File: src/rtl/dm_arbiter_pkg.sv
// dm_arbiter_pkg: state encodings, master indices and burst-bound default for the dm arbiter.
package dm_arbiter_pkg;
  typedef enum logic [1:0] {
    ST_IDLE  = 2'd0,
    ST_BUSY0 = 2'd1,
    ST_BUSY1 = 2'd2
  } state_t;
  localparam logic M0 = 1'b0;
  localparam logic M1 = 1'b1;
  localparam int LOCK_MAX_DEF = 4;
endpackage

File: src/rtl/dm_arbiter_pick.sv
// dm_arbiter_pick: two-way request picker; on a tie the pointer's master wins.
module dm_arbiter_pick
  import dm_arbiter_pkg::*;
(
  input  logic [1:0] i_req,
  input  logic       i_ptr,
  output logic       o_idx,
  output logic       o_valid
);
  assign o_valid = |i_req;
  assign o_idx   = &i_req ? i_ptr : i_req[M1];
endmodule

File: src/rtl/dm_arbiter.sv
// dm_arbiter: two-master arbiter for the single-port data memory with bounded locked bursts.
// DM_ARB_RR_EN selects round-robin tie breaking; otherwise M0 wins ties.
module dm_arbiter
  import dm_arbiter_pkg::*;
#(
  parameter int ADDR_W   = 10,
  parameter int DATA_W   = 32,
  parameter int LOCK_MAX = LOCK_MAX_DEF
) (
  input  logic              Clk,
  input  logic              Reset,
  input  logic              M0Req,
  input  logic              M0We,
  input  logic [ADDR_W-1:0] M0Addr,
  input  logic [DATA_W-1:0] M0Wdata,
  input  logic              M0Lock,
  output logic              M0Gnt,
  output logic              M0Rvalid,
  output logic [DATA_W-1:0] M0Rdata,
  input  logic              M1Req,
  input  logic              M1We,
  input  logic [ADDR_W-1:0] M1Addr,
  input  logic [DATA_W-1:0] M1Wdata,
  input  logic              M1Lock,
  output logic              M1Gnt,
  output logic              M1Rvalid,
  output logic [DATA_W-1:0] M1Rdata,
  output logic [ADDR_W-1:0] DmAddr,
  output logic [DATA_W-1:0] DmData,
  output logic              DmMemWrite,
  output logic              DmMemRead,
  input  logic [DATA_W-1:0] DmOut
);
  localparam int CNT_W = $clog2(LOCK_MAX + 1);
  localparam logic [CNT_W-1:0] CNT_MAX = CNT_W'(LOCK_MAX - 1);
  state_t r_state, w_next;
  logic [CNT_W-1:0] r_cnt, w_cnt_next;
  logic [1:0] r_rvalid, w_req;
  logic [DATA_W-1:0] r_rdata0, r_rdata1, w_wdata;
  logic [ADDR_W-1:0] w_addr;
  logic w_busy, w_cur, w_act, w_we, w_own_req, w_own_lock, w_oth_req, w_stay;
  logic w_ptr, w_idx, w_valid;
  assign w_busy     = r_state != ST_IDLE;
  assign w_cur      = r_state == ST_BUSY1;
  assign w_act      = w_busy & ~Reset;
  assign w_we       = w_cur ? M1We : M0We;
  assign w_addr     = w_cur ? M1Addr : M0Addr;
  assign w_wdata    = w_cur ? M1Wdata : M0Wdata;
  assign w_own_req  = w_cur ? M1Req : M0Req;
  assign w_own_lock = w_cur ? M1Lock : M0Lock;
  assign w_oth_req  = w_cur ? M0Req : M1Req;
  // The granted master's own Req is stale at its closing edge unless it locked the next access.
  assign w_stay = w_busy & w_own_lock & w_own_req & ~(w_oth_req & (r_cnt == CNT_MAX));
  assign w_req  = !w_busy ? {M1Req, M0Req} : w_cur ? {1'b0, M0Req} : {M1Req, 1'b0};
  dm_arbiter_pick u_pick (
    .i_req  (w_req),
    .i_ptr  (w_ptr),
    .o_idx  (w_idx),
    .o_valid(w_valid)
  );
`ifdef DM_ARB_RR_EN
  logic r_ptr;
  // Pointer flips each time a busy period drains back to idle.
  always_ff @(posedge Clk)
    r_ptr <= Reset ? 1'b0 : r_ptr ^ (w_busy & (w_next == ST_IDLE));
  assign w_ptr = r_ptr;
`else
  assign w_ptr = M0;
`endif
  always_comb begin
    w_next     = r_state;
    w_cnt_next = '0;
    w_next     = w_stay ? r_state : !w_valid ? ST_IDLE : (w_idx == M1) ? ST_BUSY1 : ST_BUSY0;
    w_cnt_next = !w_stay ? '0 : (r_cnt == CNT_MAX) ? r_cnt : r_cnt + 1'b1;
  end
  always_ff @(posedge Clk) begin
    if (Reset) begin
      r_state  <= ST_IDLE;
      r_cnt    <= '0;
      r_rvalid <= '0;
      r_rdata0 <= '0;
      r_rdata1 <= '0;
    end else begin
      r_state  <= w_next;
      r_cnt    <= w_cnt_next;
      r_rvalid <= {w_act & w_cur & ~w_we, w_act & ~w_cur & ~w_we};
      if (w_act & ~w_we & ~w_cur) r_rdata0 <= DmOut;
      if (w_act & ~w_we & w_cur) r_rdata1 <= DmOut;
    end
  end
  assign M0Gnt      = w_act & ~w_cur;
  assign M1Gnt      = w_act & w_cur;
  assign M0Rvalid   = r_rvalid[0];
  assign M1Rvalid   = r_rvalid[1];
  assign M0Rdata    = r_rdata0;
  assign M1Rdata    = r_rdata1;
  assign DmAddr     = w_act ? w_addr : '0;
  assign DmData     = w_act ? w_wdata : '0;
  assign DmMemWrite = w_act & w_we;
  assign DmMemRead  = w_act & ~w_we;
endmodule

File: config.mk
export PLATFORM = sky130hd
export DESIGN_NAME = dm_arbiter
export DESIGN_NICKNAME = d
export VERILOG_FILES = /design/src/rtl/dm_arbiter_pkg.sv /design/src/rtl/dm_arbiter_pick.sv /design/src/rtl/dm_arbiter.sv
export SDC_FILE = /design/constraint.sdc
export NUM_CORES = 1
export LEC_CHECK = 0
export CORE_MARGIN = 1.5
export CORE_UTILIZATION = 33
export DETAILED_ROUTE_END_ITERATION = 8
export HOLD_SLACK_MARGIN = 0.08
export MAX_ROUTING_LAYER = met4
export PLACE_DENSITY = 0.82
export SKIP_LAST_GASP = 1
export SLEW_MARGIN = 25
export SYNTH_ARGS = -nofsm -noshare
export SYNTH_HDL_FRONTEND = slang
export SYNTH_SLANG_ARGS = --single-unit
File: constraint.sdc
create_clock -name Clk -period 1.6 [get_ports Clk]
set_input_delay 0.32 -clock Clk [delete_from_list [all_inputs] [get_ports Clk]]
set_output_delay 0.32 -clock Clk [all_outputs]
set_load 0.02 [all_outputs]
==> results of run 1 <==
## layer usage
metal | vias to the layer above | track usage, % | wire length (microns)
met5 | - | - | 0
met4 | 0 | 9.54 | 338
met3 | 25 | 7.90 | 1040
met2 | 168 | 44.2 | 6110
met1 | 1539 | 24.8 | 4040
li1 | 1605 | - | -
## worst max-delay path: cells and delay by family, from the launching register on
| family | cells | cell delay (ns) |
|---|---|---|
| buffers and inverters | 3 | 0.40 |
| flip-flops | 1 | 0.35 |
| AO/OA/AOI/OAI | 1 | 0.22 |
| AND/OR/NAND/NOR | 2 | 0.18 |
## repair_timing
| item | CTS | global route |
|---|---|---|
| endpoints found under the setup margin | 111 | 117 |
| cloned | 4 | 0 |
| resized for setup | 240 | 36 |
| buffers inserted | 1 | 1 |
| pin swaps | 2 | 3 |
## per-stage QoR
stage               instance area, sq um  util (%)  instances  power [mW]
floorplan                           2870         -        307        2.19
global placement                    5470      65.5        646        2.77
detailed placement                  5470      65.5        646        2.78
CTS                                 5700      68.4        666        4.42
global route                        5810      69.7        666        4.59
finish                              5810      69.7        666        4.41
## power by group through the flow
stage | sequential, mW | clock [mW] | combinational [mW]
2_1_floorplan | 1.92 | 0 | 0.267
3_3_place_gp | 1.87 | 0 | 0.896
3_5_place_dp | 1.88 | 0 | 0.909
4_1_cts | 1.83 | 1.67 | 0.917
5_1_grt | 1.84 | 1.75 | 1.00
6_report | 1.84 | 1.63 | 0.945
## registers in the layout, summed over array words and instances, names as in the netlist
signal,count
M1Rdata,32
r_rvalid,2
M0Rdata,32
r_state,2
r_cnt,3
## area by class of cell
class / count / share of cell area [%]
inverters: 4 / 0.280
flip-flops and latches: 71 / 24.5
repair buffers: 265 / 46.4
well taps: 105 / 2.26
clock buffers: 11 / 2.60
multi-input cells: 206 / 22.6
clock inverters: 4 / 1.33
## cells in the mapped netlist (2+ instances only)
library cell,number
a21oi_1,34
nor2b_1,2
buf_2,17
nand2_1,67
inv_1,3
nor2_2,2
buf_6,3
nor2_1,9
o21a_1,2
clkbuf_1,3
buf_1,2
a22o_1,74
ha_1,2
dfxtp_1,71
mux2i_1,2
## worst max path at each step
stage,to,depth (start not counted),slack (ns)
CTS,DmAddr[1],6,-0.22
floorplan,DmData[14],4,0.08
finish,DmData[16],6,-0.21
global route,DmData[16],6,-0.27
global placement,DmMemRead,5,-0.46
detailed placement,DmMemRead,5,-0.47
## logic make-up (layout without fill, tap and decap cells)
| kind of cell | Yosys count | count (layout) | share of synthesized area, % |
|---|---|---|---|
| AO/OA/AOI/OAI | 115 | 115 | 30.4 |
| XOR/XNOR | 1 | 1 | 0.305 |
| adder cells (fa/ha/maj) | 2 | 2 | 0.871 |
| buffers and inverters | 30 | 284 | 5.62 |
| flip-flops | 71 | 71 | 49.5 |
| multiplexers | 2 | 2 | 0.697 |
| AND/OR/NAND/NOR | 86 | 86 | 12.7 |
==> results.json, run 1 <==
{
  "track_usage_pct": 24.6,
  "whs_ns": 0.454,
  "synthTopCellsByArea": "dfxtp_1 (49%), a22o_1 (23%), nand2_1 (8.8%)",
  "hp-class": "reg -> reg",
  "pwr-share-seq_pct": 41.7,
  "synth_ff_type": "dfxtp_1",
  "wl_microns": 11500,
  "drc": 0,
  "finalCritPeriodShare_pct": 113,
  "post_drt_wl_per_cell_microns": 17.3,
  "yosysWarnings": 0,
  "avgSynthCellArea_sq_um": 9.36,
  "tritoncts": "done",
  "slowest_delay_ns": 0.35,
  "grt_overflow_total": 0,
  "pwr-share-clk_pct": 36.9,
  "syn_area_sq_um": 2870,
  "drv_slew": 0,
  "synth.distinct_cells": 29,
  "layout-drive-gt1-share_pct": 18.4,
  "hpwl_microns": 8780,
  "clk_pin_slew_ns": 0.07,
  "crit_slowest_cell": "dfxtp_2",
  "min_period_ns": 1.81,
  "detail-route-antenna-nets": 0,
  "nets": 683,
  "grt_max_degree": 36,
  "final.fill_count": 628,
  "p_sw_share_pct": 24.3,
  "multi_input_area_sq_um": 1310,
  "setup_ws_ns": -0.206,
  "h-tree-depth": 3,
  "r2r-start": "r_state[0]$_SDFFE_PP0N_",
  "synth_edf_count": 0,
  "violations": "negative setup slack",
  "arrival_ns": 1.49,
  "via_count": 3337,
  "setup_viol": 100,
  "clock_sinks": 71,
  "antennaDiodeCount": 0,
  "syn2layout_area_growth_pct": 102,
  "via_per_inst": 5.01,
  "cts_root_buf": "clkbuf_8",
  "net-switching-power_mw": 1.07,
  "cts_hold_buf": 0,
  "pwr_density_cell_nw_per_um2": 758,
  "peakVddDrop_uv": 727,
  "drt_iter0_drc": 126,
  "crit_path_end_kind": "output pin",
  "antenna_found_initial": 0,
  "crit_chain": "nand2b_4 > nor2_4 > buf_12 > buf_8 > a22o_1 > buf_6",
  "synthArstFlopShare_pct": 0,
  "comb_power_share_pct": 21.5,
  "synth_top_cell_by_area": "dfxtp_1",
  "cap_violations": 0,
  "ys_seq_area_share_pct": 49.5,
  "r2r_setup_slack_ns": 0.10,
  "synth_nets": 433,
  "hold_violations": 0,
  "gp_congestion": 0.790,
  "pin_count": 236,
  "netlist.area_leader.share_pct": 49.5,
  "cts_buffers": 9,
  "dp_slack_ns": -0.471,
  "path_class": "reg -> out",
  "synth_cells": 307,
  "clkLatencyLatePin_ns": 0.35,
  "die_h_microns": 96.3,
  "finalClockSkew_ns": 0.0121,
  "max_freq_mhz": 554,
  "first_pass_iters": 4,
  "cts_buffer_depth": 2,
  "ys_seq_elements": 71,
  "fin_setup_tns_ns": -8.62,
  "path_max_fanout": 7,
  "startpoint_type": "flip-flop",
  "worstReg2RegEnd": "M0Rdata[26]$_SDFFE_PP0P_",
  "crit_start": "r_state[0]$_SDFFE_PP0N_",
  "p_leak_nw": 2.28,
  "holdPathStages": 2,
  "worst_pin_slew_ns": 0.263,
  "die_area_sq_um": 9280,
  "die_x_microns": 96.3,
  "rsz0062_at_grt": "true",
  "required_ns": 1.28,
  "min_from": "M0Rdata[10]$_SDFFE_PP0P_",
  "portBuffers": 235,
  "regArea_sq_um": 1420,
  "p_int_mw": 3.34,
  "final_cell_mix": "clkdlybuf4s50_1 (188), a22o_1 (73), dfxtp_1 (70)",
  "rows": 33,
  "grt_pass1_wl_microns": 16600,
  "slew_headroom_pct": 82.4,
  "status": "finished, violations left",
  "initial_core_util_pct": 34.5,
  "reg2reg_depth": 7,
  "core_sq_um": 8340,
  "grt_pass1_vias": 3292,
  "final_common_cell": "clkdlybuf4s50_1",
  "holdPathEnd": "M0Rdata[10]$_SDFFE_PP0P_"
}
Note: power is estimated with default switching activity, not from simulation.
==> run 2: changes to the inputs <==
Settings changed: CORE_UTILIZATION 33 to 35, HOLD_SLACK_MARGIN 0.08 to 0.06, PLACE_DENSITY 0.82 to 0.86.
Clock period 1.6 ns to 2.3 ns, I/O delays scaled along.
==> run 2 against run 1 <==
- the run now ends clean
- critical path depth decreased by 1
- clock power decreased by 39%
- combinational power decreased by 38%
- non-clock buffer count decreased by 21
- power decreased by 35%
- register-to-register slack improved by 0.44 ns
- sequential power decreased by 30%
- first-iteration DRC count increased by 8.7%
- count of clock-buffer cells in the layout decreased by 1
- hold slack improved by 0.0018 ns
- critical endpoint is now DmData[4]
- largest cell class unchanged
- largest power group unchanged
==> results.json, run 2 (synthesis results as in run 1) <==
{
  "status": "complete, no violations",
  "clock_sinks": 71,
  "via_count": 3256,
  "antennaDiodeCount": 0,
  "required_ns": 1.84,
  "grt_max_degree": 45,
  "antenna_found_initial": 0,
  "die_area_sq_um": 8760,
  "drv_slew": 0,
  "rows": 32,
  "setup_viol": 0,
  "die_h_microns": 93.6,
  "endpoint": "DmData[4]",
  "hold_violations": 0,
  "post_drt_wl_per_cell_microns": 18.0,
  "first_pass_iters": 6,
  "hp-class": "reg -> reg",
  "hpwl_microns": 8970,
  "pwr_density_cell_nw_per_um2": 524,
  "cts_buffer_depth": 2,
  "startpoint_type": "flip-flop",
  "grt_pass1_vias": 3184,
  "h-tree-depth": 3,
  "peakVddDrop_uv": 455,
  "cts_root_buf": "clkbuf_8",
  "r2r_setup_slack_ns": 0.54,
  "nets": 662,
  "clkLatencyLatePin_ns": 0.35,
  "path_max_fanout": 43,
  "cts_setup_buffers": 0,
  "track_usage_pct": 26.5,
  "drt_iter0_drc": 137,
  "finalCritPeriodShare_pct": 95.9,
  "die_x_microns": 93.6,
  "cts_buffers": 9,
  "min_from": "M0Rdata[13]$_SDFFE_PP0P_",
  "reg2reg_depth": 5,
  "core_sq_um": 7850,
  "final_common_cell": "clkdlybuf4s50_1",
  "max_freq_mhz": 453,
  "via_per_inst": 5.07,
  "clk_pin_slew_ns": 0.07,
  "grt_overflow_total": 0,
  "syn2layout_area_growth_pct": 89.6,
  "gp_congestion": 0.856,
  "arrival_ns": 1.75,
  "fin_setup_tns_ns": 0,
  "layout-drive-gt1-share_pct": 7.22,
  "grt_pass1_wl_microns": 16900,
  "placed_area_sq_um": 5310,
  "crit_path_end_kind": "output pin",
  "drc": 0,
  "cap_violations": 0,
  "p_leak_nw": 2.21,
  "min_period_ns": 2.21,
  "worstReg2RegEnd": "M1Rdata[23]$_SDFFE_PP0P_",
  "slew_headroom_pct": 43.7,
  "pin_count": 236,
  "crit_start": "r_state[0]$_SDFFE_PP0N_",
  "portBuffers": 235,
  "slowest_delay_ns": 0.36,
  "initial_core_util_pct": 36.6,
  "detail-route-antenna-nets": 0,
  "crit_slowest_cell": "dfxtp_1",
  "finalClockSkew_ns": 0.0106,
  "fin_area_sq_um": 5450,
  "final_cell_mix": "clkdlybuf4s50_1 (188), a22o_1 (74), dfxtp_1 (71)",
  "rsz0062_at_grt": "false",
  "crit_chain": "nand2b_4 > nor2_2 > buf_12 > a22o_1 > dlygate4sd2_1",
  "tritoncts": "done",
  "path_class": "reg -> out",
  "r2r-start": "r_state[0]$_SDFFE_PP0N_",
  "worst_pin_slew_ns": 0.843,
  "wl_microns": 11600
}
## run 2: timing repair
item / CTS / global route
resized for setup: 41 / 0
hold buffers: 0 / 0
endpoints found under the setup margin: 41 / 0
## run 2: worst max-delay path, delay by kind of cell, from the launching register on
kind,cells,cell delay (ns)
compound gates,1,0.16
simple gates,2,0.32
flops,1,0.36
buf+inv,2,0.56
## run 2: through the flow
| stage | setup WS, ns | power, mW | hold slack, ns | std cells | utilization, % |
|---|---|---|---|---|---|
| 6_report | 0.0947 | 2.85 | 0.455 | 642 | 69.4 |
| 5_1_grt | 0.000824 | 2.96 | 0.476 | 642 | 69.4 |
| 4_1_cts | 0.0742 | 2.87 | 0.455 | 642 | 69.4 |
| 3_5_place_dp | 0.0796 | 1.92 | 0.445 | 627 | 67.6 |
| 3_3_place_gp | 0.0892 | 1.91 | 0.441 | 627 | 67.6 |
| 2_1_floorplan | 0.636 | 1.52 | 0.454 | 307 | - |
## run 2: layer usage
metal  track usage (%)  part of all wire [%]  wire length, microns
met1              27.6                    36                  4190
met2              47.4                    52                  6020
met3              6.50                   8.3                   964
met4              11.3                   3.3                   376
met5                 -                     0                     0
## run 2: cell type report
cell class | count | area [sq um]
well taps | 102 | 128
multi-input cells | 206 | 1300
clock buffers | 10 | 138
inverters | 4 | 16.3
repair buffers | 244 | 2390
fillers | 633 | 2400
flip-flops and latches | 71 | 1420
clock inverters | 5 | 56.3
## run 2: power breakdown
group	total [mW]	internal [mW]	switching, mW
sequential	1.28	1.26	0.0182
combinational	0.589	0.336	0.253
clock	0.988	0.524	0.463
## run 2: worst min path at each step
stage | to | slack, ns | cells past startpoint
floorplan | r_cnt[2]$_SDFFE_PP0P_ | 0.45 | 2
global placement | M0Rdata[29]$_SDFFE_PP0P_ | 0.44 | 2
detailed placement | M0Rdata[13]$_SDFFE_PP0P_ | 0.45 | 2
CTS | M0Rdata[13]$_SDFFE_PP0P_ | 0.46 | 2
global route | M0Rdata[27]$_SDFFE_PP0P_ | 0.48 | 2
finish | M0Rdata[13]$_SDFFE_PP0P_ | 0.46 | 2
==> run 3: changes to the inputs <==
Settings changed: CORE_MARGIN 1.5 to unset, RECOVER_POWER set to 50.
==> run 3 against run 2 <==
- count of clock-buffer cells in the layout grew 1
- non-clock buffer count grew 4
- power shrank 4.5%
- fmax shrank 0.48%
- setup slack lost 0.011 ns
- clock skew shrank 0.0028 ns
- final cell count grew 0.78%
- largest cell class unchanged
==> results.json, run 3 (synthesis results as in run 1) <==
{
  "status": "complete, no violations",
  "detail-route-antenna-nets": 0,
  "tritoncts": "done",
  "track_usage_pct": 29.4,
  "reg2reg_depth": 6,
  "gp_congestion": 0.901,
  "drt_iter0_drc": 133,
  "max_freq_mhz": 451,
  "clock_sinks": 71,
  "grt_pass1_vias": 3366,
  "via_count": 3312,
  "fin_area_sq_um": 5430,
  "layout-drive-gt1-share_pct": 8.82,
  "h-tree-depth": 3,
  "cts_hold_buf": 0,
  "grt_max_degree": 36,
  "wl_microns": 12300,
  "p_leak_nw": 2.20,
  "met3_usage_pct": 9.28,
  "hp-class": "reg -> reg",
  "finalClockSkew_ns": 0.00784,
  "grtUsageMet2_pct": 51.9,
  "clkLatencyLatePin_ns": 0.33,
  "cts_root_buf": "clkbuf_8",
  "crit_chain": "dlygate4sd3_1 > nor2_1 > a21oi_1 > nor2_1 > dlygate4sd2_1",
  "portBuffers": 235,
  "rsz0062_at_grt": "true",
  "pin_count": 236,
  "core_sq_um": 7850,
  "final_cell_mix": "clkdlybuf4s50_1 (174), a22o_1 (74), dfxtp_1 (71)",
  "r2r_setup_slack_ns": 0.21,
  "use_met1_pct": 30.8,
  "required_ns": 1.84,
  "final.fill_count": 636,
  "path_buf_inv": 2,
  "holdPathEnd": "M0Rdata[23]$_SDFFE_PP0P_",
  "via_per_inst": 5.12,
  "slew_headroom_pct": 30.1,
  "cap_violations": 0,
  "final_cells": 647,
  "die_h_microns": 92.6,
  "final_common_cell": "clkdlybuf4s50_1",
  "hpwl_microns": 9870,
  "setup_viol": 0,
  "grt_overflow_total": 0,
  "worstReg2RegEnd": "M0Rdata[11]$_SDFFE_PP0P_",
  "place_inst": 631,
  "initial_core_util_pct": 36.6,
  "busiest_layer": "met2",
  "die_x_microns": 92.6,
  "nets": 666,
  "clk_pin_slew_ns": 0.07,
  "pwr_density_cell_nw_per_um2": 502,
  "cts_setup_buffers": 0,
  "finalCritPeriodShare_pct": 96.3,
  "min_period_ns": 2.22,
  "min_from": "M0Rdata[23]$_SDFFE_PP0P_",
  "drv_slew": 0,
  "post_drt_wl_per_cell_microns": 19.0,
  "regArea_sq_um": 1420,
  "first_pass_iters": 5,
  "slowest_delay_ns": 0.60,
  "startpoint_type": "primary input",
  "worst_pin_slew_ns": 1.05,
  "holdPathStages": 2,
  "cp_common_cell": "nor2_1",
  "antenna_found_initial": 1,
  "path_class": "in -> out",
  "grt_pass1_wl_microns": 18200,
  "die_area_sq_um": 8580,
  "syn2layout_area_growth_pct": 88.9,
  "placed_area_sq_um": 5350,
  "rows": 32,
  "multi_input_area_sq_um": 1290,
  "drc": 0,
  "crit_slowest_cell": "dlygate4sd3_1",
  "arrival_ns": 1.76,
  "crit_family": "buffers and inverters",
  "r2r-start": "r_state[0]$_SDFFE_PP0N_",
  "peakVddDrop_uv": 471,
  "cts_buffer_depth": 2,
  "crit_path_end_kind": "output pin",
  "path_max_fanout": 3,
  "hold_violations": 0,
  "cts_buffers": 9
}
## run 3: changes by cell type in the layout (fill, tap and decap cells not counted), moves of 2 or more
cell / previous run / this run
clkbuf_1: 0 / 2
dlygate4sd3_1: 0 / 14
buf_4: 11 / 14
clkbuf_2: 0 / 8
clkdlybuf4s15_1: 0 / 9
dlygate4sd2_1: 41 / 19
clkdlybuf4s50_1: 188 / 174
## run 3: how the worst max path moves through the flow
stage	startpoint	to	depth (start not counted)
4_1_cts	r_state[0]$_SDFFE_PP0N_	M0Gnt	3
3_5_place_dp	M1We	DmMemRead	5
5_1_grt	r_state[1]$_SDFFE_PP0N_	DmAddr[6]	5
6_report	M1We	DmMemRead	5
2_1_floorplan	Reset	DmData[14]	4
3_3_place_gp	M1We	DmMemRead	5
## run 3: power by group
group | switching [mW] | internal (mW)
combinational | 0.268 | 0.339
clock | 0.432 | 0.410
sequential | 0.0183 | 1.26
## run 3: through the flow
step                total power [mW]  setup WS (ns)  hold slack, ns  TNS [ns]  utilization, %
floorplan                       1.52          0.636           0.454         0               -
global placement                1.93        -0.0546           0.441   -0.0546            68.2
detailed placement              1.94        -0.0751           0.449   -0.0751            68.2
CTS                             2.76         0.0491           0.457         0            69.8
global route                    2.84        -0.0190           0.469    -0.202            69.2
finish                          2.73         0.0840           0.454         0            69.2
## run 3: worst reg2reg max path, cell delays in order (launching register included)
cell     delay, ns
dfxtp_1       0.42
nor2b_4       0.21
buf_12        0.20
nand2_1       0.10
inv_1         0.76
nand2_1       0.17
a21oi_1       0.17
## run 3: routing by layer
layer,vias up,share of wire [%]
met3,26,8.4
met4,0,3.0
met5,-,0
li1,1570,-
met2,156,51
met1,1560,37
## run 3: final cells by class
class                      count  share of cell area (%)
timing repair buffer         248                    44.4
sequential                    71                    26.2
multi-input combinational    206                    23.8
clock buffer                  11                    2.60
tap                          102                    2.35
clock inverter                 4                   0.415
inverter                       4                   0.276
antenna                        1                  0.0461
## run 3: what timing repair did
action,CTS,global route
pin swaps,0,0
setup endpoints to repair,36,21
resized for setup,37,27
